$ cat config.mk
export PLATFORM = sky130hd
export DESIGN_NAME = mux_rca_pipe
export DESIGN_NICKNAME = d
export VERILOG_FILES = /design/src/rtl/mux_rca_pkg.sv /design/src/rtl/mux_full_adder_slice.sv /design/src/rtl/mux_rca_pipe.sv
export SDC_FILE = /design/constraint.sdc
export NUM_CORES = 1
export LEC_CHECK = 0
export CAP_MARGIN = 20
export CORE_ASPECT_RATIO = 1.2
export CORE_UTILIZATION = 50
export CTS_CLUSTER_SIZE = 25
export DETAILED_ROUTE_END_ITERATION = 10
export GPL_ROUTABILITY_DRIVEN = 0
export GPL_TIMING_DRIVEN = 0
export PLACE_DENSITY = 0.83
export SLEW_MARGIN = 20
export SYNTH_ARGS = -nofsm -noshare
export SYNTH_HDL_FRONTEND = slang
export SYNTH_SLANG_ARGS = --single-unit
$ cat constraint.sdc
create_clock -name clk -period 2.27 [get_ports clk]
set_clock_uncertainty 0.15 [all_clocks]
set_input_delay 0.227 -clock clk [delete_from_list [all_inputs] [get_ports clk]]
set_output_delay 0.227 -clock clk [all_outputs]
set_load 0.005 [all_outputs]
$ cat src/rtl/mux_rca_pkg.sv
// Shared types and helpers for the mux-built pipelined ripple-carry adder.
// The optional overflow output is enabled in the top by MUX_RCA_OVERFLOW_EN.
package mux_rca_pkg;

    localparam int MUX_RCA_MAX_STAGES = 64;

    typedef struct packed {
        logic valid;
        logic carry;
    } stage_ctrl_t;

    function automatic int stage_chunk(input int width, input int num_stages);
        return width / num_stages;
    endfunction

    // The only logic primitive the adder is allowed to use.
    function automatic logic mux2(input logic sel, input logic d0, input logic d1);
        return sel ? d1 : d0;
    endfunction

endpackage

$ cat src/rtl/mux_full_adder_slice.sv
// One-bit full adder built only from 2:1 mux slices.
// The carry is a 7-mux truth-table tree; the sum is a mux XOR chain.
module mux_full_adder_slice
    import mux_rca_pkg::*;
(
    input  logic a,
    input  logic b,
    input  logic c_in,
    output logic s,
    output logic c_out
);

    logic m00, m01, m10, m11;
    logic n0, n1;
    logic b_n, c_n, p;

    // Carry tree: leaves are majority(a, b, c_in), selected by c_in, then b, then a.
    assign m00   = mux2(c_in, 1'b0, 1'b0);
    assign m01   = mux2(c_in, 1'b0, 1'b1);
    assign m10   = mux2(c_in, 1'b0, 1'b1);
    assign m11   = mux2(c_in, 1'b1, 1'b1);
    assign n0    = mux2(b, m00, m01);
    assign n1    = mux2(b, m10, m11);
    assign c_out = mux2(a, n0, n1);

    assign b_n = mux2(b, 1'b1, 1'b0);
    assign p   = mux2(a, b, b_n);
    assign c_n = mux2(c_in, 1'b1, 1'b0);
    assign s   = mux2(p, c_in, c_n);

endmodule

$ cat src/rtl/mux_rca_pipe.sv
// Pipelined ripple-carry adder made of mux full-adder slices, valid/ready on both sides.
// Define MUX_RCA_OVERFLOW_EN to add a registered signed-overflow output aligned with sum.
module mux_rca_pipe
    import mux_rca_pkg::*;
#(
    parameter int WIDTH      = 8,
    parameter int NUM_STAGES = 2
) (
    input  logic             clk,
    input  logic             rst,
    input  logic             in_valid,
    output logic             in_ready,
    input  logic [WIDTH-1:0] a,
    input  logic [WIDTH-1:0] b,
    input  logic             c_in,
    output logic             out_valid,
    input  logic             out_ready,
    output logic [WIDTH-1:0] sum,
    output logic             c_out
`ifdef MUX_RCA_OVERFLOW_EN
    ,
    output logic             overflow
`endif
);

    localparam int C = stage_chunk(WIDTH, NUM_STAGES);

    if (NUM_STAGES < 1 || NUM_STAGES > WIDTH || NUM_STAGES > MUX_RCA_MAX_STAGES) begin : g_chk_stages
        $error("mux_rca_pipe: NUM_STAGES must be in 1..min(WIDTH, MUX_RCA_MAX_STAGES)");
    end
    if ((WIDTH % NUM_STAGES) != 0) begin : g_chk_width
        $error("mux_rca_pipe: WIDTH must be a multiple of NUM_STAGES");
    end

    logic stall;

    genvar k, i;
    for (k = 0; k < NUM_STAGES; k++) begin : g_stage
        localparam int LO   = k * C;
        localparam int REM  = WIDTH - LO;
        localparam int DONE = LO + C;

        // Operands shrink as they travel: stage k only carries the bits it and later stages still need.
        stage_ctrl_t     src_ctrl;
        logic [REM-1:0]  src_a;
        logic [REM-1:0]  src_b;
        logic [C:0]      chain;
        logic [C-1:0]    s_bits;
        logic [DONE-1:0] psum_nxt;
        stage_ctrl_t     ctrl_q, ctrl_d;
        logic [DONE-1:0] psum_q, psum_d;

        if (k == 0) begin : g_src
            assign src_ctrl = '{valid: in_valid, carry: c_in};
            assign src_a    = a;
            assign src_b    = b;
            assign psum_nxt = s_bits;
        end else begin : g_src
            assign src_ctrl = g_stage[k-1].ctrl_q;
            assign src_a    = g_stage[k-1].g_fwd.opa_q;
            assign src_b    = g_stage[k-1].g_fwd.opb_q;
            assign psum_nxt = {s_bits, g_stage[k-1].psum_q};
        end

        assign chain[0] = src_ctrl.carry;
        for (i = 0; i < C; i++) begin : g_bit
            mux_full_adder_slice u_fa (
                .a     (src_a[i]),
                .b     (src_b[i]),
                .c_in  (chain[i]),
                .s     (s_bits[i]),
                .c_out (chain[i+1])
            );
        end

        always_comb begin
            ctrl_d = ctrl_q;
            psum_d = psum_q;
            if (!stall) begin
                ctrl_d = '{valid: src_ctrl.valid, carry: chain[C]};
                psum_d = psum_nxt;
            end
        end

        always_ff @(posedge clk) begin
            if (rst) begin
                ctrl_q <= '0;
                psum_q <= '0;
            end else begin
                ctrl_q <= ctrl_d;
                psum_q <= psum_d;
            end
        end

        if (k < NUM_STAGES - 1) begin : g_fwd
            logic [REM-C-1:0] opa_q, opa_d;
            logic [REM-C-1:0] opb_q, opb_d;

            always_comb begin
                opa_d = opa_q;
                opb_d = opb_q;
                if (!stall) begin
                    opa_d = src_a[REM-1:C];
                    opb_d = src_b[REM-1:C];
                end
            end

            always_ff @(posedge clk) begin
                if (rst) begin
                    opa_q <= '0;
                    opb_q <= '0;
                end else begin
                    opa_q <= opa_d;
                    opb_q <= opb_d;
                end
            end
        end

`ifdef MUX_RCA_OVERFLOW_EN
        if (k == NUM_STAGES - 1) begin : g_ovf
            logic ovf_q, ovf_d;

            always_comb begin
                ovf_d = ovf_q;
                if (!stall) ovf_d = chain[C] ^ chain[C-1];
            end

            always_ff @(posedge clk) begin
                if (rst) ovf_q <= 1'b0;
                else     ovf_q <= ovf_d;
            end

            assign overflow = ovf_q;
        end
`endif
    end

    // Gating with rst guarantees no output transfer in a reset cycle.
    assign out_valid = g_stage[NUM_STAGES-1].ctrl_q.valid && !rst;
    assign stall     = out_valid && !out_ready;
    assign in_ready  = !rst && !stall;
    assign sum       = g_stage[NUM_STAGES-1].psum_q;
    assign c_out     = g_stage[NUM_STAGES-1].ctrl_q.carry;

endmodule

==> summary.md <==
| Metric | Value |
|---|---|
| Reg-to-Reg End | `c_out$_SDFFE_PP0N_` |
| Placed wire-length estimate | `1950 um` |
| Post-CTS Hold Fix Bufs | `0` |
| Sequential element share of the synthesized area | `41.5%` |
| Worst-case headroom to the max-slew limit | `65.8%` |
| Cell-by-cell trace of the critical path | `nor2b_1 -> clkbuf_1 -> nor2_1 -> clkdlybuf4s50_1` |
| Vias after detailed routing | `1097` |
| Hold WC Path Type | `primary input to flip-flop` |
| Avg Inst Size Synth | `7.99 um^2` |
| Setup TNS | `0 ps` |
| Fin util | `about 72%` |
| Number of port buffers | `30` |
| Clock share of power | `between 20% and 30%` |
| Number of buffers created by CTS | `3` |
| DRC viols | `0` |
| Pre-CTS worst setup slack | `237 ps` |
| Slew at the pin closest to its max-slew limit | `514 ps` |
| Root buf cell | `clkbuf_4` |
| Final hold violations | `0` |
| Area of the die | `2510 um^2` |
| Largest net degree at the start of global routing | `14` |
| Worst vdd ir | `roughly 0.00039 V` |
| Total Power Consumption | `923 uW` |
| Fraction of final layout cells sized beyond drive strength 1 | `8.94%` |
| Number of cells traversed by the worst register-to-register path | `4` |
| Static power due to leakage | `0.592 nW` |
| Clock tree sinks | `24` |
| Maximum clock frequency | `around 470 MHz` |
| Hold slack final | `172 ps` |
| Post-detailed-route wirelength per cell | `11.9 um` |
| Number of setup buffers added after CTS | `0` |
| Portion of total power attributed to combinational logic | `around 22%` |
| Number of instances in the synthesized netlist | `145` |
| PD cells | `602 nW/um^2` |
| Number of iterations in the first detailed-routing pass | `4` |
| Layout filler cell count | `182` |
| Post-route fraction of the period consumed by the critical path | `92.8%` |
| Number of global-route vias before repair | `slightly above 1000` |
| Internal portion of total power | `675 uW` |
| Critical path class | `flip-flop to output port` |
| Die span in x | `45.9 um` |
| Synthesis-to-layout area growth | `32.3%` |
| FF-to-FF Start | `g_stage[0].g_fwd.opb_q[0]$_SDFFE_PP0N_` |
| Insertion delay of the later-clocked pin in the worst-skew pair | `~320 ps` |
| Final nets | `201` |
| Largest stage delay on the critical path | `around 450 ps` |
| Pins Over Slew Limit | `0` |
| Maximum buffer depth of the clock tree | `2` |
| Antenna violations before repair | `0` |
| Number of nets in the synthesized netlist | `166` |
| Ranking of synthesized cells by area | `dfxtp_1 41%, nand2_1 11%, a21oi_1 7.3%` |
| Initial DRC count | `10` |
| Global routing usage summed across all routing layers | `a little under a quarter` |
| Wire length of the first global-routing pass | `4330 um` |
| Sequential Power Share | `between 50 and 60%` |
| Library cell with the largest summed area after synthesis | `dfxtp_1` |
| # rows | `18` |
| Type of destination of the critical path | `output port` |
| Endpoint arrival time on the critical path | `1730 ps` |
| Start point of the worst min-delay path | `rst` |
| Status | `completed` |
| Area occupied by multi-input gates | `629 um^2` |
| Area of the mapped netlist | `1160 um^2` |
| Time the worst path needs with I/O delays and setup | `approximately 2100 ps` |
| Clock tree from TritonCTS | `done` |
| YS warnings | `0` |
| CTS resizes | `0` |
| Library cells used by synthesis | `26` |
| Register clock-pin slew on the reported worst setup and hold paths | `130 ps` |
| Boundary Pins | `32` |
| Core Area | `between 2000 and 2500 um^2` |
| Post-synth top area share | `between 40% and 50%` |
| RSZ-0062 raised after global routing | `false` |
| Number of levels the H-tree was split into | `1` |
| Worst hold path endpoint | `c_out$_SDFFE_PP0N_` |
| Seq cells post-synth | `24` |
| Fin worst setup slack | `164 ps` |
| Power dissipated by switching net loads | `248 uW` |
| Number of failing setup endpoints in the final timing report | `0` |
| Count of cells along the worst hold path | `2` |
| Number of antenna-violating nets in the routed design | `0` |
| CP Launch Type | `flip-flop` |
| Library cell contributing the largest single delay on the critical path | `clkdlybuf4s50_1` |
| Reg area | `approximately 480 um^2` |
| Top fanout value on the critical path | `10` |
| Detailed-route wire length | `2490 um` |
| Endpoint required time on the critical path | `around 1900 ps` |
| Starting utilization of the core area | `54.7%` |
| Net switching fraction of the power | `between 20% and 30%` |
| Post-detailed-route via-to-cell ratio | `about 5.2` |
| Diodes inserted | `0` |
| Die boundary height | `54.7 um` |
| Maxcap violations | `0` |
| Total grt overflow | `0` |
| Setup slack on the worst flop-to-flop path | `840 ps` |
-- registers in the layout, indices dropped and copies added, names as in the netlist --
register	flops
sum	8
g_stage.g_fwd.opa_q	4
g_stage.g_fwd.opb_q	4
g_stage.psum_q	4
g_stage.ctrl_q	3
c_out	1
-- final cells by class --
type                       count  area share, %
buffer                         8           2.20
clock buffer                   4           2.37
inverter                       4          0.980
multi-input combinational    109           41.1
sequential                    24           31.3
tap                           30           2.45
timing repair buffer          30           19.6
-- per-layer routing --
layer	part of all wire [%]	wire length (um)	global-route usage (%)
met2	53	1320	43.7
met5	0	0	0
met3	3.1	77	4.29
met1	42	1050	27.3
met4	1.5	38	8.82
-- synth_stat cells (all sizes together) --
| cell | number |
|---|---|
| and4 | 1 |
| o21ai | 2 |
| dfxtp | 24 |
| xnor2 | 9 |
| nand2 | 34 |
| a311oi | 2 |
| clkbuf | 5 |
| a21oi | 19 |
| nand3 | 1 |
| o221ai | 3 |
| xor2 | 5 |
| buf | 3 |
| inv | 4 |
| nor4 | 1 |
| nand2b | 1 |
| o211ai | 2 |
| nor2 | 17 |
| o22ai | 2 |
| o21bai | 1 |
| a211oi | 6 |
| nor2b | 2 |
| or2 | 1 |
-- through the flow --
step | instances | area (um^2)
2_1_floorplan | 145 | 1160
3_3_place_gp | 205 | 1500
3_5_place_dp | 205 | 1500
4_1_cts | 209 | 1530
5_1_grt | 209 | 1530
6_report | 209 | 1530
-- worst max-delay path: cells and delay by family (launching register included) --
family                 cells  cell delay, ps
flip-flops                 1             360
buffers and inverters      2             800
AND/OR/NAND/NOR            2             230
-- cells in the final DEF (no fill, tap or decap) --
cell type,count
nand2_1,34
xor2_1,5
o221ai_1,1
clkdlybuf4s50_1,30
buf_2,3
a311oi_1,1
inv_1,4
o22ai_2,1
clkbuf_4,3
o211ai_1,2
o22ai_1,1
xnor2_1,9
o21bai_1,1
o21ai_1,2
o221ai_2,2
nor2_1,17
a211oi_1,6
clkbuf_1,5
nor2b_1,2
clkbuf_8,1
dfxtp_1,24
nand2b_1,1
or2_2,1
a21oi_1,17
nor4_2,1
a311oi_2,1
and4_4,1
nand3_1,1
a21oi_2,2
-- power by group through the flow --
| stage | logic, mW | registers (mW) | clock network, mW |
|---|---|---|---|
| 2_1_floorplan | 0.116 | 0.491 | 0 |
| 3_3_place_gp | 0.200 | 0.492 | 0 |
| 3_5_place_dp | 0.208 | 0.494 | 0 |
| 4_1_cts | 0.209 | 0.484 | 0.235 |
| 5_1_grt | 0.230 | 0.489 | 0.255 |
| 6_report | 0.207 | 0.484 | 0.232 |
-- cells by family after synthesis --
kind of cell           Yosys count  share of synthesized area [%]
buffers and inverters           12                           4.21
AND/OR/NAND/NOR                 58                           21.2
AO/OA/AOI/OAI                   37                           22.6
flip-flops                      24                           41.5
XOR/XNOR                        14                           10.6
-- how the worst max path moves through the flow --
stage	cells past startpoint	from	slack, ps	endpoint
after floorplan	4	g_stage[0].g_fwd.opb_q[0]$_SDFFE_PP0N_	970	c_out$_SDFFE_PP0N_
after global placement	5	out_ready	240	in_ready
after detailed placement	5	out_ready	240	in_ready
after CTS	4	g_stage[1].ctrl_q[1]$_SDFFE_PP0N_	160	in_ready
after global routing	4	g_stage[1].ctrl_q[1]$_SDFFE_PP0N_	40	in_ready
final	4	g_stage[1].ctrl_q[1]$_SDFFE_PP0N_	160	in_ready
Note: power is estimated with default switching activity, not from simulation.
